==> src/rtl/mem_arbiter_if.sv <==
// Request/response and single-port memory signals shared by the two requesters and mem_arbiter.
// Port 0 is instruction fetch, port 1 is data.
interface mem_arbiter_if #(
  parameter int unsigned DATAWIDTH = 32,
  parameter int unsigned ADDRWIDTH = 32
);
  logic [1:0]           req_i;
  logic [1:0]           we_i;
  logic [ADDRWIDTH-1:0] addr0_i;
  logic [ADDRWIDTH-1:0] addr1_i;
  logic [DATAWIDTH-1:0] wdata0_i;
  logic [DATAWIDTH-1:0] wdata1_i;
  logic [1:0]           gnt_o;
  logic [1:0]           rvalid_o;
  logic [DATAWIDTH-1:0] rdata_o;
  logic                 mem_re_o;
  logic                 mem_we_o;
  logic [ADDRWIDTH-1:0] mem_addr_o;
  logic [DATAWIDTH-1:0] mem_wdata_o;
  logic [DATAWIDTH-1:0] mem_rdata_i;

  // Requesters and memory model side
  modport master (
    output req_i, we_i, addr0_i, addr1_i, wdata0_i, wdata1_i, mem_rdata_i,
    input  gnt_o, rvalid_o, rdata_o, mem_re_o, mem_we_o, mem_addr_o, mem_wdata_o
  );

  // Arbiter side
  modport slave (
    input  req_i, we_i, addr0_i, addr1_i, wdata0_i, wdata1_i, mem_rdata_i,
    output gnt_o, rvalid_o, rdata_o, mem_re_o, mem_we_o, mem_addr_o, mem_wdata_o
  );
endinterface

==> src/rtl/mem_arbiter.sv <==
// Two-port round-robin arbiter in front of a single-port memory with one-cycle read latency.
// Grants are same-cycle combinational; read data returns on the shared bus one cycle later.
module mem_arbiter #(
  parameter int unsigned DATAWIDTH = 32,
  parameter int unsigned ADDRWIDTH = 32
) (
  input logic          clk_i,
  input logic          rst_i,
  mem_arbiter_if.slave bus
);
  localparam int unsigned CNTW = 16;

  logic            last_port_q;
  logic            rsp_pending_q;
  logic            rsp_port_q;
  logic [CNTW-1:0] grant_cnt_q;

  logic [1:0] gnt_c;
  logic       sel_port_c;
  logic       sel_we_c;

  // Arbitration: on contention the port not granted last wins; nothing is granted in reset.
  always_comb begin
    gnt_c      = 2'b00;
    sel_port_c = 1'b0;
    if (rst_i) begin
      case (bus.req_i)
        2'b01: begin
          gnt_c      = 2'b01;
          sel_port_c = 1'b0;
        end
        2'b10: begin
          gnt_c      = 2'b10;
          sel_port_c = 1'b1;
        end
        2'b11: begin
          sel_port_c = ~last_port_q;
          gnt_c      = sel_port_c ? 2'b10 : 2'b01;
        end
        default: begin
          gnt_c      = 2'b00;
          sel_port_c = 1'b0;
        end
      endcase
    end
  end

  assign sel_we_c = sel_port_c ? bus.we_i[1] : bus.we_i[0];

  // Memory-side mux and response return
  always_comb begin
    bus.gnt_o       = gnt_c;
    bus.mem_re_o    = 1'b0;
    bus.mem_we_o    = 1'b0;
    bus.mem_addr_o  = ADDRWIDTH'(0);
    bus.mem_wdata_o = DATAWIDTH'(0);
    bus.rvalid_o    = 2'b00;
    bus.rdata_o     = DATAWIDTH'(0);
    if (|gnt_c) begin
      bus.mem_re_o    = ~sel_we_c;
      bus.mem_we_o    = sel_we_c;
      bus.mem_addr_o  = sel_port_c ? bus.addr1_i : bus.addr0_i;
      bus.mem_wdata_o = sel_port_c ? bus.wdata1_i : bus.wdata0_i;
    end
    if (rsp_pending_q) begin
      bus.rvalid_o = rsp_port_q ? 2'b10 : 2'b01;
      bus.rdata_o  = bus.mem_rdata_i;
    end
  end

  // Pointer reset to 0 so port 1 wins the first contention; a reset drops any outstanding read.
  always_ff @(posedge clk_i or negedge rst_i) begin
    if (!rst_i) begin
      last_port_q   <= 1'b0;
      rsp_pending_q <= 1'b0;
      rsp_port_q    <= 1'b0;
      grant_cnt_q   <= CNTW'(0);
    end else if (|gnt_c) begin
      last_port_q   <= sel_port_c;
      rsp_pending_q <= ~sel_we_c;
      rsp_port_q    <= sel_port_c;
      grant_cnt_q   <= grant_cnt_q + CNTW'(1);
    end else begin
      rsp_pending_q <= 1'b0;
    end
  end
endmodule

==> src/flat_wrapper.sv <==
// flat-port wrapper written by rule: the top's interface ports become plain ports
module mem_arbiter_flat 
#(
  parameter int unsigned DATAWIDTH = 32,
  parameter int unsigned ADDRWIDTH = 32
)
  (clk_i, rst_i, bus_req_i, bus_we_i, bus_addr0_i, bus_addr1_i, bus_wdata0_i, bus_wdata1_i, bus_mem_rdata_i, bus_gnt_o, bus_rvalid_o, bus_rdata_o, bus_mem_re_o, bus_mem_we_o, bus_mem_addr_o, bus_mem_wdata_o);
  mem_arbiter_if #(.DATAWIDTH(DATAWIDTH), .ADDRWIDTH(ADDRWIDTH)) bus_i ();
  input logic clk_i;
  input logic rst_i;
  input wire logic [$bits(bus_i.req_i)-1:0] bus_req_i;
  input wire logic [$bits(bus_i.we_i)-1:0] bus_we_i;
  input wire logic [$bits(bus_i.addr0_i)-1:0] bus_addr0_i;
  input wire logic [$bits(bus_i.addr1_i)-1:0] bus_addr1_i;
  input wire logic [$bits(bus_i.wdata0_i)-1:0] bus_wdata0_i;
  input wire logic [$bits(bus_i.wdata1_i)-1:0] bus_wdata1_i;
  input wire logic [$bits(bus_i.mem_rdata_i)-1:0] bus_mem_rdata_i;
  output wire logic [$bits(bus_i.gnt_o)-1:0] bus_gnt_o;
  output wire logic [$bits(bus_i.rvalid_o)-1:0] bus_rvalid_o;
  output wire logic [$bits(bus_i.rdata_o)-1:0] bus_rdata_o;
  output wire logic [$bits(bus_i.mem_re_o)-1:0] bus_mem_re_o;
  output wire logic [$bits(bus_i.mem_we_o)-1:0] bus_mem_we_o;
  output wire logic [$bits(bus_i.mem_addr_o)-1:0] bus_mem_addr_o;
  output wire logic [$bits(bus_i.mem_wdata_o)-1:0] bus_mem_wdata_o;
  assign bus_i.req_i = bus_req_i;
  assign bus_i.we_i = bus_we_i;
  assign bus_i.addr0_i = bus_addr0_i;
  assign bus_i.addr1_i = bus_addr1_i;
  assign bus_i.wdata0_i = bus_wdata0_i;
  assign bus_i.wdata1_i = bus_wdata1_i;
  assign bus_i.mem_rdata_i = bus_mem_rdata_i;
  assign bus_gnt_o = bus_i.gnt_o;
  assign bus_rvalid_o = bus_i.rvalid_o;
  assign bus_rdata_o = bus_i.rdata_o;
  assign bus_mem_re_o = bus_i.mem_re_o;
  assign bus_mem_we_o = bus_i.mem_we_o;
  assign bus_mem_addr_o = bus_i.mem_addr_o;
  assign bus_mem_wdata_o = bus_i.mem_wdata_o;
  mem_arbiter #(.DATAWIDTH(DATAWIDTH), .ADDRWIDTH(ADDRWIDTH)) u_core (.clk_i(clk_i), .rst_i(rst_i), .bus(bus_i));
endmodule
==> config.mk <==
export PLATFORM = sky130hd
export DESIGN_NAME = mem_arbiter_flat
export DESIGN_NICKNAME = d
export VERILOG_FILES = /design/src/rtl/mem_arbiter_if.sv /design/src/rtl/mem_arbiter.sv /design/src/flat_wrapper.sv
export SDC_FILE = /design/constraint.sdc
export NUM_CORES = 1
export LEC_CHECK = 0
export BUFFER_PORTS_ARGS = -buffer_cell sky130_fd_sc_hd__buf_4
export CAP_MARGIN = 10
export CORE_AREA = 2 2 105 107
export DETAILED_ROUTE_END_ITERATION = 8
export DIE_AREA = 0 0 107 109
export GPL_TIMING_DRIVEN = 1
export PLACE_DENSITY = 0.52
export SYNTH_ARGS = -nofsm -noshare
export SYNTH_HDL_FRONTEND = slang
export SYNTH_SLANG_ARGS = --single-unit
==> constraint.sdc <==
create_clock -name clk_i -period 1.27 [get_ports clk_i]
set_input_delay 0.254 -clock clk_i [delete_from_list [all_inputs] [get_ports clk_i]]
set_output_delay 0.254 -clock clk_i [all_outputs]
set_load 0.005 [all_outputs]
### Word-level counts from Yosys, hierarchy flattened

Index checks and enable logic that the tools add are counted.

| operators by class | value |
|---|---|
| equality and inequality tests | 3 |
| bitwise operators | 2 |
| mux-type cells | 15 |
| reduce and logical (&&, ||, !) cells | 1 |

Operators by type and width:

| kind | number |
|---|---|
| 2-to-1 mux 32 bit | 5 |
| 2-to-1 mux 2 bit | 4 |
| one-hot mux 2 bit (3 select lines) | 1 |
| == test 2 bit (second input constant) | 2 |
| 2-to-1 mux 1 bit | 4 |
| == test 2 x 1 -> 1 bit (second input constant) | 1 |
| NOT 1 bit | 2 |
| one-hot mux 1 bit (2 select lines) | 1 |
| OR reduction 2 bit | 1 |

| storage, ports and cells | value |
|---|---|
| output and inout bits | 102 |
| bits in registers | 2 |

### Logic depth before layout (Yosys ltp)

Gate-level depths: netlist of the first run.

| depth | value |
|---|---|
| word-level depth | 6 |
| mapped depth | 5 |
| depth with buffers taken out | 2 |

### Worst setup path before layout of the first run

OpenSTA, ideal clock, no wires.

| timing | value |
|---|---|
| path kind | register to output |
| from | register u_core.rsp_port_q (netlist name) |
| to | output bus_mem_wdata_o[10] |
| setup slack | -57 ps |
| data required time | 1,016 ps |
| cell stages (with the launch flop) | 5 |
| arrival | 1,073 ps |
| cells stage by stage | dfrtp_1 a21bo_2 buf_2 buf_2 o32ai_1 |

RTL lines:

| item | RTL line | source |
|---|---|---|
| end: declaration | flat_wrapper.sv:24 | `output wire logic [$bits(bus_i.mem_wdata_o)-1:0] bus_mem_wdata_o;` |

==> results of run 1 <==
==> layout make-up <==
type / count / area [sq um]
clock buffers: 3 / 41.3
multi-input cells: 239 / 1870
fillers: 1068 / 5940
inverters: 2 / 7.51
flip-flops and latches: 2 / 51.3
repair buffers: 310 / 2510
well taps: 140 / 175
==> power by group through the flow <==
stage | Combinational, W | Sequential [W] | Clock [W]
global route | 0.00206 | 0.0000933 | 0.000265
detailed placement | 0.00168 | 0.0000853 | 0
floorplan | 0.000692 | 0.0000814 | 0
CTS | 0.00185 | 0.0000902 | 0.000258
finish | 0.00192 | 0.0000908 | 0.000252
global placement | 0.00167 | 0.0000855 | 0
==> cells in the final DEF (no fill, tap or decap) <==
cell / instances
a22o_1: 1
nor2_2: 1
nand2b_1: 2
nor2b_4: 1
o32ai_1: 4
and2b_1: 1
o32ai_2: 59
nor2_1: 1
buf_4: 288
and2_1: 30
buf_6: 10
clkbuf_8: 3
dfrtp_2: 1
nand2_1: 131
inv_1: 1
inv_2: 1
a21bo_4: 2
buf_12: 12
dfrtp_1: 1
and2_4: 3
o32ai_4: 3
==> synth_stat cells (all sizes together) <==
master | count | area share (%)
o32ai | 66 | 41
nand2b | 2 | 0.72
buf | 19 | 7.6
and2 | 33 | 12
dfrtp | 2 | 2.9
and2b | 1 | 0.43
nor2 | 2 | 0.43
nand2 | 131 | 28
inv | 2 | 0.43
a21bo | 1 | 0.58
a22o | 1 | 0.50
clkbuf | 21 | 4.5
nor2b | 1 | 0.36
==> per-layer routing <==
layer / share of wire, % / global-route usage (%)
met1: 39 / 19.6
met4: 1.1 / 2.88
met3: 8.5 / 3.35
met2: 51 / 29.5
met5: 0 / 0
==> logic make-up (layout without fill, tap and decap cells) <==
family,Yosys count,after routing,share of synthesized area (%)
simple gates,170,170,42.1
compound gates,68,69,42.5
buf+inv,42,315,12.6
flops,2,2,2.88
==> stage by stage <==
stage                     setup TNS, ns  cell area, sq um  worst slack, ns
after detailed placement         -11.11              4200           -0.209
after CTS                        -26.02              4510           -0.397
final                            -25.88              4660           -0.405
after global placement           -11.14              4200           -0.202
after global routing             -30.75              4660           -0.448
after floorplan                  -0.552              1840          -0.0276
==> registers in the layout, summed over array words and instances (netlist names) <==
register              count
u_core.rsp_pending_q      1
u_core.rsp_port_q         1
==> worst min-delay path by stage <==
stage	start	endpoint	slack, ns	depth (start not counted)
global placement	rst_i	u_core.rsp_port_q	0.32	2
global route	rst_i	u_core.rsp_port_q	0.11	2
floorplan	rst_i	u_core.rsp_pending_q	-0.04	0
CTS	rst_i	u_core.rsp_port_q	0.11	2
detailed placement	rst_i	u_core.rsp_port_q	0.31	2
finish	rst_i	u_core.rsp_port_q	0.09	2
==> repair_timing <==
action                                  in CTS  in global routing
hold endpoints to repair                     0                  0
resized for setup                           36                 23
setup buffers                                3                  4
gates cloned                                 1                  0
pin swaps                                    5                  1
endpoints found under the setup margin     102                102
==> metrics.csv, run 1 <==
metric,value,unit
cp-endpoint,bus_mem_addr_o[31],
antenna_left,0,
drt-vias-per-instance,4.55,
seq_area_frac_synth,2.88,%
r2r-end,u_core.rsp_pending_q,
max_stage_delay,0.45,ns
avgSynthCellArea,6.17,sq um
maxCapViolCount,0,
synthCells,282,
routabilityCongestion,0.787,
area_growth,168,%
drive_gt1_share,69.1,%
ff2ff_path_depth,5,
critical_path.top_delay_family,flip-flops,
ys_ff_latch,2,
combPwrFrac,84.8,%
synth_area,0.00174,sq mm
netSwitchingPower,0.000857,W
path_clk_slew,0.03,ns
die_w,107,microns
clkSinkCount,2,
finalCritPeriodShare,132,%
fmax,597,MHz
cp_cell_sequence,a21bo_4 > buf_12 > o32ai_1 > buf_4,
violations,setup timing,
rows,38,
path_buf_inv,2,
drt_iter0_drc,163,
irDropWorstVdd,0.266,mV
grt_first_pass_wirelength,15100,microns
cp-start-kind,flip-flop,
initial_core_util,16.4,%
swShare,37.9,%
worstMarginPinSlew,0.297,ns
worstPathArrival,1.42,ns
overflow,0,
final_nets,724,
antenna_found_initial,0,
io_buffers,267,
cts_tree,done,
root_buffer,clkbuf_8,
ios,268,
ctsHoldBuffers,0,
cp_data_required_time,1.02,ns
period_needed,1.67,ns
grt_usage,16.1,%
drtPass1Iterations,5,
syn-num-nets,448,
setup_ws,-0.405,ns
crit_path_end_kind,primary output,
crit_start,u_core.rsp_port_q,
hold_path.class,in -> async,
critical_path_class,reg -> out,
cts_buffers,3,
crit_path_max_fanout,18,
synth_warnings,0,
pwr-share-clk,11.2,%
clkLatencyLatePin,0.21,ns
clock-skew-final,0.000865,ns
wl,10200,microns
finalMaxSlewViolations,0,
power,0.00226,W
p_int,0.00140,W
dp_cells,686,
drc_errors,0,
finalHoldViolCount,0,
timing.rr.start,u_core.rsp_port_q,
dp_hpwl,8040,microns
leakagePower,2.26,nW
grt_pass1_vias,3016,
maxSlewHeadroom,80.2,%
wl_per_cell,14.6,microns
worstSetupPathDepth,4,
status,"finished, violations left",
power_density,485,mW/mm^2
regToRegSetupSlack,-0.02,ns
stdcell_count,696,
grt_start_max_net_pins,51,
diodes,0,
seq_power_share,4.0,%
final_util,43.9,%
die_area,0.0117,sq mm
coreArea,0.0106,sq mm
synth_cell_types,16,
rsz0062_at_grt,yes,
fp.dieH,109,microns
cts_max_level,1,
cpMaxStageDelayCell,dfrtp_2,
timing.hold.ws,0.0896,ns
cts_buffer_depth,2,
setup_viol_count_final,100,
num_vias,3170,
(Power assumes the default switching activity.)
==> inputs of run 2 (changes only) <==
- SKIP_CTS_REPAIR_TIMING: unset -> 1
- SKIP_LAST_GASP: unset -> 1
==> metrics.csv, run 2 (synthesized netlist as in run 1, its figures left out) <==
metric,value,unit,change
cts_buffers,3,,unchanged
top_regs,"u_core.rsp_pending_q (1), u_core.rsp_port_q (1)",,
die_area,0.0117,sq mm,unchanged
final_nets,721,,-0.41%
ios,268,,unchanged
hold_path.class,in -> async,,
die_w,107,microns,unchanged
drive_gt1_share,66.2,%,-2.9 points
drc_errors,0,,unchanged
worstPathArrival,1.42,ns,about the same
irDropWorstVdd,0.261,mV,-1.7%
violations,setup timing,,
power_density,478,mW/mm^2,-1.4%
cts_tree,done,,
io_buffers,267,,unchanged
timing.hold.ws,0.0883,ns,-0.00130 ns
initial_core_util,16.4,%,unchanged
routabilityCongestion,0.787,,unchanged
maxSlewHeadroom,79.9,%,-0.28 points
cts_max_level,1,,unchanged
critical_path_class,reg -> out,,
clkLatencyLatePin,0.21,ns,about the same
root_buffer,clkbuf_8,,
final_common_cell,buf_4,,
drt-vias-per-instance,4.53,,-0.58%
mostFrequentLayoutCells,"294 x buf_4, 131 x nand2_1, 44 x o32ai_2",,
setup_ws,-0.402,ns,+0.00288 ns
power,0.00217,W,-4.0%
setup_viol_count_final,102,,+2.0%
rsz0062_at_grt,yes,,
antenna_left,0,,unchanged
area_growth,161,%,
diodes,0,,unchanged
crit_path_end_kind,primary output,,
crit_path_max_fanout,11,,-7
path_clk_slew,0.03,ns,about the same
nFillCells,1077,,+0.84%
clkSinkCount,2,,unchanged
drtPass1Iterations,4,,-1
fin_setup_tns,-25.46,ns,+0.416 ns
finalMaxSlewViolations,0,,unchanged
grt_start_max_net_pins,51,,unchanged
grt_pass1_vias,2962,,-1.8%
num_vias,3138,,-1.0%
stdcell_count,693,,-0.43%
drt_iter0_drc,175,,+7.4%
dp_cells,686,,unchanged
fmax,598,MHz,+0.17%
grt_first_pass_wirelength,14500,microns,-3.9%
antenna_found_initial,0,,unchanged
fp.dieH,109,microns,unchanged
worstMarginPinSlew,0.301,ns,+0.00419 ns
cp-start-kind,flip-flop,,
cts_buffer_depth,2,,unchanged
finalCritPeriodShare,132,%,-0.23 points
wl,9970,microns,-2.2%
finalHoldViolCount,0,,unchanged
status,"finished, violations left",,
rows,38,,unchanged
wl_per_cell,14.4,microns,-1.8%
coreArea,0.0106,sq mm,unchanged
grt_usage,15.3,%,-0.83 points
clock-skew-final,0.00103,ns,+0.000163 ns
overflow,0,,unchanged
leakagePower,2.21,nW,-2.3%
dp_hpwl,8040,microns,unchanged
maxCapViolCount,0,,unchanged
period_needed,1.67,ns,-0.00288 ns
cp_data_required_time,1.02,ns,about the same
-- run 2: critical path: stages (launching register included) --
cell and delay [ns]:
dfrtp_2 0.43, nor2b_4 0.07, buf_12 0.15, buf_12 0.14, o32ai_2 0.25, buf_4 0.15
-- run 2: path summary, 6_finish.rpt --
| kind | start | to | slack (ns) | cells after the start |
|---|---|---|---|---|
| setup / recovery | u_core.rsp_port_q | bus_mem_addr_o[1] | -0.40 | 5 |
| min in group clk_i | bus_we_i[1] | u_core.rsp_pending_q | 0.56 | 4 |
| hold reg to reg | u_core.rsp_port_q | u_core.rsp_port_q | 0.76 | 2 |
| setup reg to reg | u_core.rsp_port_q | u_core.rsp_pending_q | 0.01 | 5 |
| hold / removal | rst_i | u_core.rsp_port_q | 0.09 | 2 |
| max in group asynchronous | rst_i | u_core.rsp_pending_q | 0.91 | 3 |
-- run 2: routing by layer --
metal | up-vias | wire length (microns) | global-route usage (%)
met5 | - | 0 | 0
met4 | 0 | 107 | 2.88
met3 | 6 | 866 | 3.29
met2 | 163 | 5120 | 28.3
met1 | 1416 | 3880 | 18.3
li1 | 1553 | - | -
-- run 2: final cells by class --
cell class | count | area (sq um) | share of cell area [%]
sequential | 2 | 51.3 | 1.13
timing repair buffer | 307 | 2440 | 53.9
inverter | 2 | 7.51 | 0.166
tap | 140 | 175 | 3.86
clock buffer | 3 | 41.3 | 0.911
multi-input combinational | 239 | 1810 | 40.0
-- run 2: per-stage QoR --
step           util (%)  area (sq um)  setup WS (ns)
3_3_place_gp       39.6          4200         -0.202
3_5_place_dp       39.6          4200         -0.209
5_1_grt            42.8          4530         -0.447
6_report           42.8          4530         -0.402
4_1_cts            40.0          4240         -0.430
2_1_floorplan         -          1840        -0.0276
-- run 2: report_power, final --
group           total, W  internal, W  switching (W)  leakage [nW]
Clock           0.000252     0.000201      0.0000515        0.0216
Combinational    0.00183      0.00106       0.000762          2.17
Sequential     0.0000913    0.0000743      0.0000169        0.0242
